## src/rtl/ibex_pkg.sv

```systemverilog
// ibex_pkg: shared fetch-bus definitions.
//   BUS_SIZE             instruction fetch data width
//   IFETCH_RESP_MAX_LAT  deepest supported SRAM read latency for the fetch responder
//   ifetch_resp_t        one slot of the responder's response pipeline {valid, err}
//   ifetch_addr_err()    address decode shared by the fetch responder
package ibex_pkg;

  localparam int unsigned BUS_SIZE            = 32;
  localparam int unsigned IFETCH_RESP_MAX_LAT = 4;

  typedef struct packed {
    logic valid;
    logic err;
  } ifetch_resp_t;

  // A fetch is in error when it falls outside [base, base+span) or is not
  // word aligned. The span is 33 bits so that a window touching the top of
  // the 4 GiB space does not wrap.
  function automatic logic ifetch_addr_err(input logic [31:0] addr,
                                           input logic [31:0] base,
                                           input logic [32:0] span);
    logic [31:0] off;
    off = addr - base;
    return (addr < base) || ({1'b0, off} >= span) || (addr[1:0] != 2'b00);
  endfunction

endpackage

```

## src/rtl/ibex_ifetch_resp_lfsr.sv

```systemverilog
// ibex_ifetch_resp_lfsr: pseudo-random grant stall generator for the fetch
// responder. A 16-bit Fibonacci LFSR (x^16 + x^14 + x^13 + x^11 + 1, seed
// 16'hACE1) advances every cycle; stall_o is high when the two low bits are
// both zero, i.e. on roughly a quarter of all cycles.
//   clk_i    in   clock
//   rst_ni   in   asynchronous reset, active low
//   stall_o  out  withhold grant this cycle
module ibex_ifetch_resp_lfsr (
  input  logic clk_i,
  input  logic rst_ni,
  output logic stall_o
);

  logic [15:0] lfsr_q;
  logic [15:0] lfsr_d;
  logic        feedback;

  // Next LFSR state: right-shifting Fibonacci form, taps 16,14,13,11.
  always_comb begin
    feedback = lfsr_q[0] ^ lfsr_q[2] ^ lfsr_q[3] ^ lfsr_q[5];
    lfsr_d   = {feedback, lfsr_q[15:1]};
  end

  // LFSR state register.
  always_ff @(posedge clk_i or negedge rst_ni) begin
    if (!rst_ni) begin
      lfsr_q <= 16'hACE1;
    end else begin
      lfsr_q <= lfsr_d;
    end
  end

  assign stall_o = (lfsr_q[1:0] == 2'b00);

endmodule

```

## src/rtl/ibex_ifetch_responder.sv

```systemverilog
// ibex_ifetch_responder: responder end of the core instruction-fetch bus.
// Accepts word fetches with the req/gnt/rvalid protocol, reads a synchronous
// instruction SRAM and returns rdata/err in grant order, exactly Latency
// cycles after each grant.
//
// Ports:
//   clk_i, rst_ni     clock, asynchronous active-low reset
//   instr_req_i       fetch request (held with instr_addr_i until granted)
//   instr_gnt_o       request accepted this cycle (combinational)
//   instr_addr_i      fetch byte address
//   instr_rvalid_o    response valid, one cycle per grant
//   instr_rdata_o     response data, zero when empty or in error
//   instr_err_o       response error, qualified by rvalid
//   mem_req_o         SRAM read strobe, same cycle as a good grant
//   mem_addr_o        SRAM word index
//   mem_rdata_i       SRAM read data, Latency cycles after mem_req_o
//   busy_o            fetches outstanding
//
// Build option: define IBEX_IFETCH_RESP_STALL_EN to withhold grants on
// pseudo-random cycles (ibex_ifetch_resp_lfsr); otherwise grant depends
// only on request and occupancy.
module ibex_ifetch_responder
  import ibex_pkg::*;
#(
  parameter logic [31:0] MemBase        = 32'h0000_0000,
  parameter int unsigned MemWords       = 16384,
  parameter int unsigned Latency        = 1,
  parameter int unsigned MaxOutstanding = 2,
  parameter int unsigned BusSize        = BUS_SIZE
) (
  input  logic                        clk_i,
  input  logic                        rst_ni,
  input  logic                        instr_req_i,
  output logic                        instr_gnt_o,
  input  logic [31:0]                 instr_addr_i,
  output logic                        instr_rvalid_o,
  output logic [BusSize-1:0]          instr_rdata_o,
  output logic                        instr_err_o,
  output logic                        mem_req_o,
  output logic [$clog2(MemWords)-1:0] mem_addr_o,
  input  logic [BusSize-1:0]          mem_rdata_i,
  output logic                        busy_o
);

  localparam int unsigned AddrW = $clog2(MemWords);
  // Illegal latencies are clamped to the deepest supported pipeline.
  localparam int unsigned Depth = (Latency > IFETCH_RESP_MAX_LAT) ? IFETCH_RESP_MAX_LAT :
                                  (Latency < 1) ? 1 : Latency;
  localparam logic [32:0] MemSpan = 33'(MemWords) << 2;
  localparam logic [2:0]  MaxOut  = 3'(MaxOutstanding);

  logic         stall;
  logic         gnt;
  logic         dec_err;
  logic [31:0]  addr_off;
  logic [2:0]   cnt_q;
  logic [2:0]   cnt_d;
  ifetch_resp_t resp_last;
  ifetch_resp_t [Depth-1:0] pipe_q;
  ifetch_resp_t [Depth-1:0] pipe_d;

`ifdef IBEX_IFETCH_RESP_STALL_EN
  ibex_ifetch_resp_lfsr u_lfsr (
    .clk_i   (clk_i),
    .rst_ni  (rst_ni),
    .stall_o (stall)
  );
`else
  assign stall = 1'b0;
`endif

  // A response leaving the pipeline does not free its slot until the next
  // cycle: the limit is checked against the registered count only.
  assign gnt         = instr_req_i & (cnt_q < MaxOut) & ~stall;
  assign instr_gnt_o = gnt;

  assign dec_err    = ifetch_addr_err(instr_addr_i, MemBase, MemSpan);
  assign addr_off   = instr_addr_i - MemBase;
  assign mem_req_o  = gnt & ~dec_err;
  assign mem_addr_o = AddrW'(addr_off >> 2);

  // Response pipeline: stage 0 captures every grant, older stages shift.
  always_comb begin
    pipe_d          = pipe_q;
    pipe_d[0].valid = gnt;
    pipe_d[0].err   = gnt & dec_err;
    for (int i = 1; i < Depth; i++) begin
      pipe_d[i] = pipe_q[i-1];
    end
  end

  // Outstanding count: +1 per grant, -1 per response, unchanged when both.
  always_comb begin
    cnt_d = cnt_q;
    if (gnt && !instr_rvalid_o) begin
      cnt_d = cnt_q + 3'd1;
    end else if (!gnt && instr_rvalid_o) begin
      cnt_d = cnt_q - 3'd1;
    end else begin
      cnt_d = cnt_q;
    end
  end

  // Pipeline and counter registers; reset discards in-flight responses.
  always_ff @(posedge clk_i or negedge rst_ni) begin
    if (!rst_ni) begin
      pipe_q <= '0;
      cnt_q  <= 3'd0;
    end else begin
      pipe_q <= pipe_d;
      cnt_q  <= cnt_d;
    end
  end

  // The SRAM word lines up with the last pipeline stage, so read data is
  // passed straight through when that slot holds a good fetch.
  assign resp_last      = pipe_q[Depth-1];
  assign instr_rvalid_o = resp_last.valid;
  assign instr_err_o    = resp_last.valid & resp_last.err;
  assign instr_rdata_o  = (resp_last.valid && !resp_last.err) ? mem_rdata_i : '0;
  assign busy_o         = (cnt_q != 3'd0);

endmodule
```

## config.mk

```make
export PLATFORM = sky130hd
export DESIGN_NAME = ibex_ifetch_responder
export DESIGN_NICKNAME = d
export VERILOG_FILES = /design/src/rtl/ibex_pkg.sv /design/src/rtl/ibex_ifetch_resp_lfsr.sv /design/src/rtl/ibex_ifetch_responder.sv
export SDC_FILE = /design/constraint.sdc
export NUM_CORES = 1
export LEC_CHECK = 0
export BUFFER_PORTS_ARGS = -buffer_cell sky130_fd_sc_hd__buf_2
export CAP_MARGIN = 20
export CORE_MARGIN = 2
export CORE_UTILIZATION = 25
export CTS_CLUSTER_DIAMETER = 150
export CTS_CLUSTER_SIZE = 8
export DETAILED_ROUTE_END_ITERATION = 12
export HOLD_SLACK_MARGIN = 0.1
export PLACE_DENSITY = 0.79
export SETUP_SLACK_MARGIN = 0.05
export SLEW_MARGIN = 10
export SYNTH_ARGS = -nofsm -noshare
export SYNTH_HDL_FRONTEND = slang
export SYNTH_SLANG_ARGS = --single-unit
```

## constraint.sdc

```tcl
create_clock -name clk_i -period 1.97 [get_ports clk_i]
set_input_delay 0.0985 -clock clk_i [delete_from_list [all_inputs] [get_ports clk_i]]
set_output_delay 0.0985 -clock clk_i [all_outputs]
set_load 0.05 [all_outputs]
```

======== Word level (Yosys, flattened, before mapping) ========
Index checks and enable logic that the tools add are counted.
word-level totals
  output and inout bits ................... 51
  input port bits ......................... 67
  word-level logic and storage cells ...... 27
  register bits after elaboration ......... 5
cells by class
  add/subtract/negate cells ............... 2
  reduce and logical (&&, ||, !) cells .... 11
  bitwise gates (word level) .............. 5
  $lt $le $gt $ge ......................... 3
  multiplexer cells ....................... 3
operator list
  cell                                                          number
  >= comparator 32 x 17 -> 1 bit (second input constant)        1
  less-than comparator 32 x 1 -> 1 bit (second input constant)  1
  two-way mux 32 bit                                            1
  two-way mux 3 bit                                             2
  bitwise AND 1 bit                                             4
  nonzero test 2 bit                                            2
  adder 3 x 1 -> 3 bit (second input constant)                  1
  logical AND 1 bit                                             3
  logical NOT 1 bit                                             3
  less-than comparator 3 x 2 -> 1 bit (second input constant)   1
  nonzero test 3 bit                                            1
  subtractor 3 x 1 -> 3 bit (second input constant)             1
  logical OR 1 bit                                              2
  NOT 1 bit                                                     1

======== Logic depth before layout (Yosys ltp) ========
  word-level depth ........................ 6
  gate-level depth with buffers ........... 9
  depth with buffers taken out ............ 9

======== Worst setup path before layout ========
No wires, ideal clock.
  kind .................................... register to register
  from .................................... reg cnt_q[1]
  to ...................................... reg cnt_q[2]
  stages on the path, launching flop included .. 10
  required time ........................... 1.891 ns
  period minus slack after synthesis ...... 2.049 ns
  setup slack ............................. -0.079 ns
  buffers on the path ..................... 0
  library setup time ...................... 0.079 ns
  data arrival time ....................... 1.970 ns
  path through ............................ dfrtp_1 nor2_1 nand2_1 inv_1 ha_1 inv_1 fa_1 xor2_1 nor2_1 xor2_1
on the way
  word-level cells in the longest chain between the ends .. 5
  elaborated cells between the ends (all ways) .. 10
  those cells by class .................... add/sub: 2; order compare: 1; mux: 2; bitwise: 1; reduce/logical: 4
RTL lines
  what                                   line                          RTL
  start, declared                        ibex_ifetch_responder.sv:56   logic [2:0] cnt_q;
  start signal, assigned                 ibex_ifetch_responder.sv:111  cnt_q <= cnt_d;
  less-than comparator 3 x 2 -> 1 bit *  ibex_ifetch_responder.sv:74   assign gnt = instr_req_i & (cnt_q < MaxOut) & ~stall;
  bitwise AND 1 bit *                    ibex_ifetch_responder.sv:74
  named net instr_gnt_o                  ibex_ifetch_responder.sv:34   output logic instr_gnt_o,
  logical NOT 1 bit                      ibex_ifetch_responder.sv:97   end else if (!gnt && instr_rvalid_o) begin
  logical AND 1 bit                      ibex_ifetch_responder.sv:97
  nonzero test 2 bit (no source line)    --
The timed path passes the listed nets; every way through them passes the cells marked *. The select of a mux whose other input is x is not followed.
A chain may end at the register's enable or synchronous reset.

======== Final worst setup path ========
  from .................................... reg cnt_q[1]
  to ...................................... reg cnt_q[2]
on the way
  word-level cells in the longest chain between the ends .. 5
  elaborated cells between the ends (all ways) .. 10
  those cells by class .................... add/sub: 2; order compare: 1; mux: 2; bitwise: 1; reduce/logical: 4
RTL lines
  what                                 line
  less-than comparator 3 x 2 -> 1 bit  ibex_ifetch_responder.sv:74
  bitwise AND 1 bit                    ibex_ifetch_responder.sv:74
  logical NOT 1 bit                    ibex_ifetch_responder.sv:97
  logical AND 1 bit                    ibex_ifetch_responder.sv:97
  nonzero test 2 bit (no source line)  --
Several ways; a longest one is shown, not always the timed one. The select of a mux whose other input is x is not followed.

==> impl_metrics.json <==
{
  "clock_skew_ns": 0.00400,
  "holdPathStages": 3,
  "syn_area_um2": 619,
  "die_h_um": 53.8,
  "dieArea_um2": 2890,
  "hpwl_mm": 1.62,
  "critical_path_class": "register to register",
  "drive_above_1_share_pct": 64.1,
  "syn_inst": 78,
  "worst_hold_path_type": "primary input to register",
  "drtPass1Iterations": 4,
  "critPathArrivalTime_ns": 1.97,
  "grt_max_degree": 33,
  "cp_slowest_cell": "dfrtp_1",
  "hp-start": "instr_req_i",
  "critPathRequiredTime_ns": 2.14,
  "io_buffers": 89,
  "finalCriticalPeriod_ns": 1.80,
  "antenna_found_initial": 0,
  "gp_congestion": 0.733,
  "synth_async_sr_flop_share_pct": 100,
  "ioPinCount": 118,
  "first_iter_violations": 1,
  "path_clk_slew_ns": 0.04,
  "end_kind": "register",
  "p_leak_uw": 0.000616,
  "grt_pass1_vias": 630,
  "diodes": 0,
  "synth-edff-count": 0,
  "yosysWarnings": 0,
  "reg2reg_depth": 9,
  "synth.area.top_cells": "and2_1 (33%), dfrtp_1 (20%), buf_4 (17%)",
  "synth_fp_nets": 147,
  "cts_buffer_depth": 2,
  "drv_slew": 0,
  "cts_tree": "built",
  "worst_pin_slew_ns": 0.263,
  "numCtsBuffers": 3,
  "finalHoldViolCount": 0,
  "cts_sinks": 5,
  "fmax_mhz": 556,
  "syn2layout_area_growth_pct": 68.3,
  "setup_viol": 0,
  "fp.dieW_um": 53.8,
  "rsz0062_at_grt": "no",
  "fillerInstances": 253,
  "power_density_nw_per_um2": 264,
  "via_per_inst": 4.08,
  "synth.largest_area_cell": "and2_1",
  "status": "finished, final reports clean",
  "place_area_um2": 1010,
  "design_area_um2": 1040,
  "start_util_pct": 25.7,
  "ys_top_cells_by_count": "and2_1 (33), buf_4 (14), dfrtp_1 (5)",
  "drc_errors": 0,
  "ff2ff_setup_slack_ns": 0.17,
  "path_cells": "nor2_1 > nand2_1 > clkinvlp_4 > ha_4 > inv_1 > fa_1 > xor2_1 > nor2_1 > xor2_1",
  "min_delay_worst_endpoint": "instr_rvalid_o",
  "antenna_left": 0,
  "seq_area_frac_synth_pct": 20.2,
  "cts_setup_buffers": 0,
  "wirelength_mm": 1.80,
  "core_area_um2": 2410,
  "synth.ff_latch_count": 5,
  "grt_pass1_wl_mm": 2.46,
  "wl_per_cell_um": 9.70,
  "critical_path.max_fanout": 4,
  "htreeDepth": 1,
  "cp_slowest_stage_delay_ns": 0.41,
  "min_period_over_period_pct": 91.3,
  "rows": 18,
  "synthDistinctLibCells": 20,
  "maxSlewHeadroom_pct": 82.6,
  "grtUsageTotal_pct": 11.9,
  "r2r-start": "cnt_q[1]",
  "gr-total-overflow": 0,
  "root_buffer": "clkbuf_4",
  "worstSkewPairLatency_ns": 0.24,
  "nNetsFinal": 226,
  "tns_ns": 0,
  "startpoint": "cnt_q[1]",
  "startpoint_type": "register",
  "syn_avg_cell_area_um2": 7.94,
  "cap_viol_max_count": 0,
  "ir_worst_vdd_mv": 0.212,
  "netlist.area_leader.share_pct": 33.3,
  "synth-main-ff-cell": "dfrtp_1",
  "worstReg2RegEnd": "cnt_q[2]",
  "synth.most_common_cell": "and2_1",
  "vias": 759
}
-- cells in the final DEF (no fill, tap or decap) --
cell type      count
and2_1            33
buf_2             89
buf_4              1
clkbuf_1           1
clkbuf_4           3
clkinvlp_4         1
dfrtp_1            5
dlygate4sd3_1      1
fa_1               1
ha_4               1
inv_1              1
inv_2              1
mux2_2             1
nand2_1            2
nand3_1            1
nor2_1             3
nor2_2             1
nor3_1             1
nor4_1             2
nor4_2             2
o21a_1             1
or3_1              1
xnor2_1            1
xor2_1             2
-- stage by stage --
stage / utilization, % / hold slack (ns) / std cells / setup WS, ns / total power [uW]
3_3_place_gp: 41.7 / -0.0814 / 181 / 0.216 / 157
6_report: 43.3 / 0.184 / 186 / 0.172 / 275
3_5_place_dp: 41.7 / -0.0826 / 181 / 0.167 / 158
4_1_cts: 43.3 / 0.176 / 186 / 0.154 / 282
5_1_grt: 43.3 / 0.197 / 186 / 0.0511 / 296
2_1_floorplan: - / -0.197 / 78 / 0.0509 / 184
-- cell type report --
| type | count | area, um^2 | area share, % |
|---|---|---|---|
| Clock buffer | 4 | 26.3 | 2.52 |
| Inverter | 3 | 15.0 | 1.44 |
| Multi-Input combinational cell | 53 | 375 | 36.0 |
| Sequential cell | 5 | 125 | 12.0 |
| Tap cell | 30 | 37.5 | 3.60 |
| Timing Repair Buffer | 91 | 463 | 44.4 |
-- repair_timing --
| action | CTS | global route |
|---|---|---|
| hold buffers | 1 | 0 |
| hold endpoints to repair | 5 | 0 |
| resized for setup | 0 | 0 |
-- state kept, by name, indices dropped and copies added (netlist names) --
name / cells
pipe_q: 1
instr_rvalid_o: 1
cnt_q: 3
-- power by group --
group	leakage, uW	switching [uW]	internal (uW)
registers	0.0000542	0	103
logic	0.000547	15.2	38.8
clock network	0.0000150	41.7	76.6
total	0.000616	56.9	218
-- worst max-delay path: cells and delay by family, from the launching register on --
family	cells	cell delay (ns)
xor+xnor	2	0.31
simple gates	3	0.31
flops	1	0.41
buf+inv	2	0.17
fa+ha+maj	2	0.52
-- cells by family after synthesis --
logic type / after synthesis / share of synthesized area [%]
and+or+nand+nor: 46 / 46.1
buffers and inverters: 20 / 21.2
DFF: 5 / 20.2
xor gates and xnor gates: 3 / 4.24
adders and majority gates: 2 / 5.25
AOI/OAI and AO/OA: 1 / 1.21
muxes: 1 / 1.82
-- worst max-delay path by stage --
stage / slack [ns] / endpoint
floorplan: 0.05 / cnt_q[1]
global placement: 0.22 / cnt_q[2]
detailed placement: 0.17 / cnt_q[2]
CTS: 0.15 / cnt_q[2]
global route: 0.05 / cnt_q[2]
finish: 0.17 / cnt_q[2]
-- layer usage --
metal	GRT usage (%)	share of wire (%)	wire, um
met3	6.11	15	277
met4	3.85	1.2	21
met2	22.0	47	846
met1	11.1	36	658
met5	0	0	0
Power figures use the tool's default switching activity.
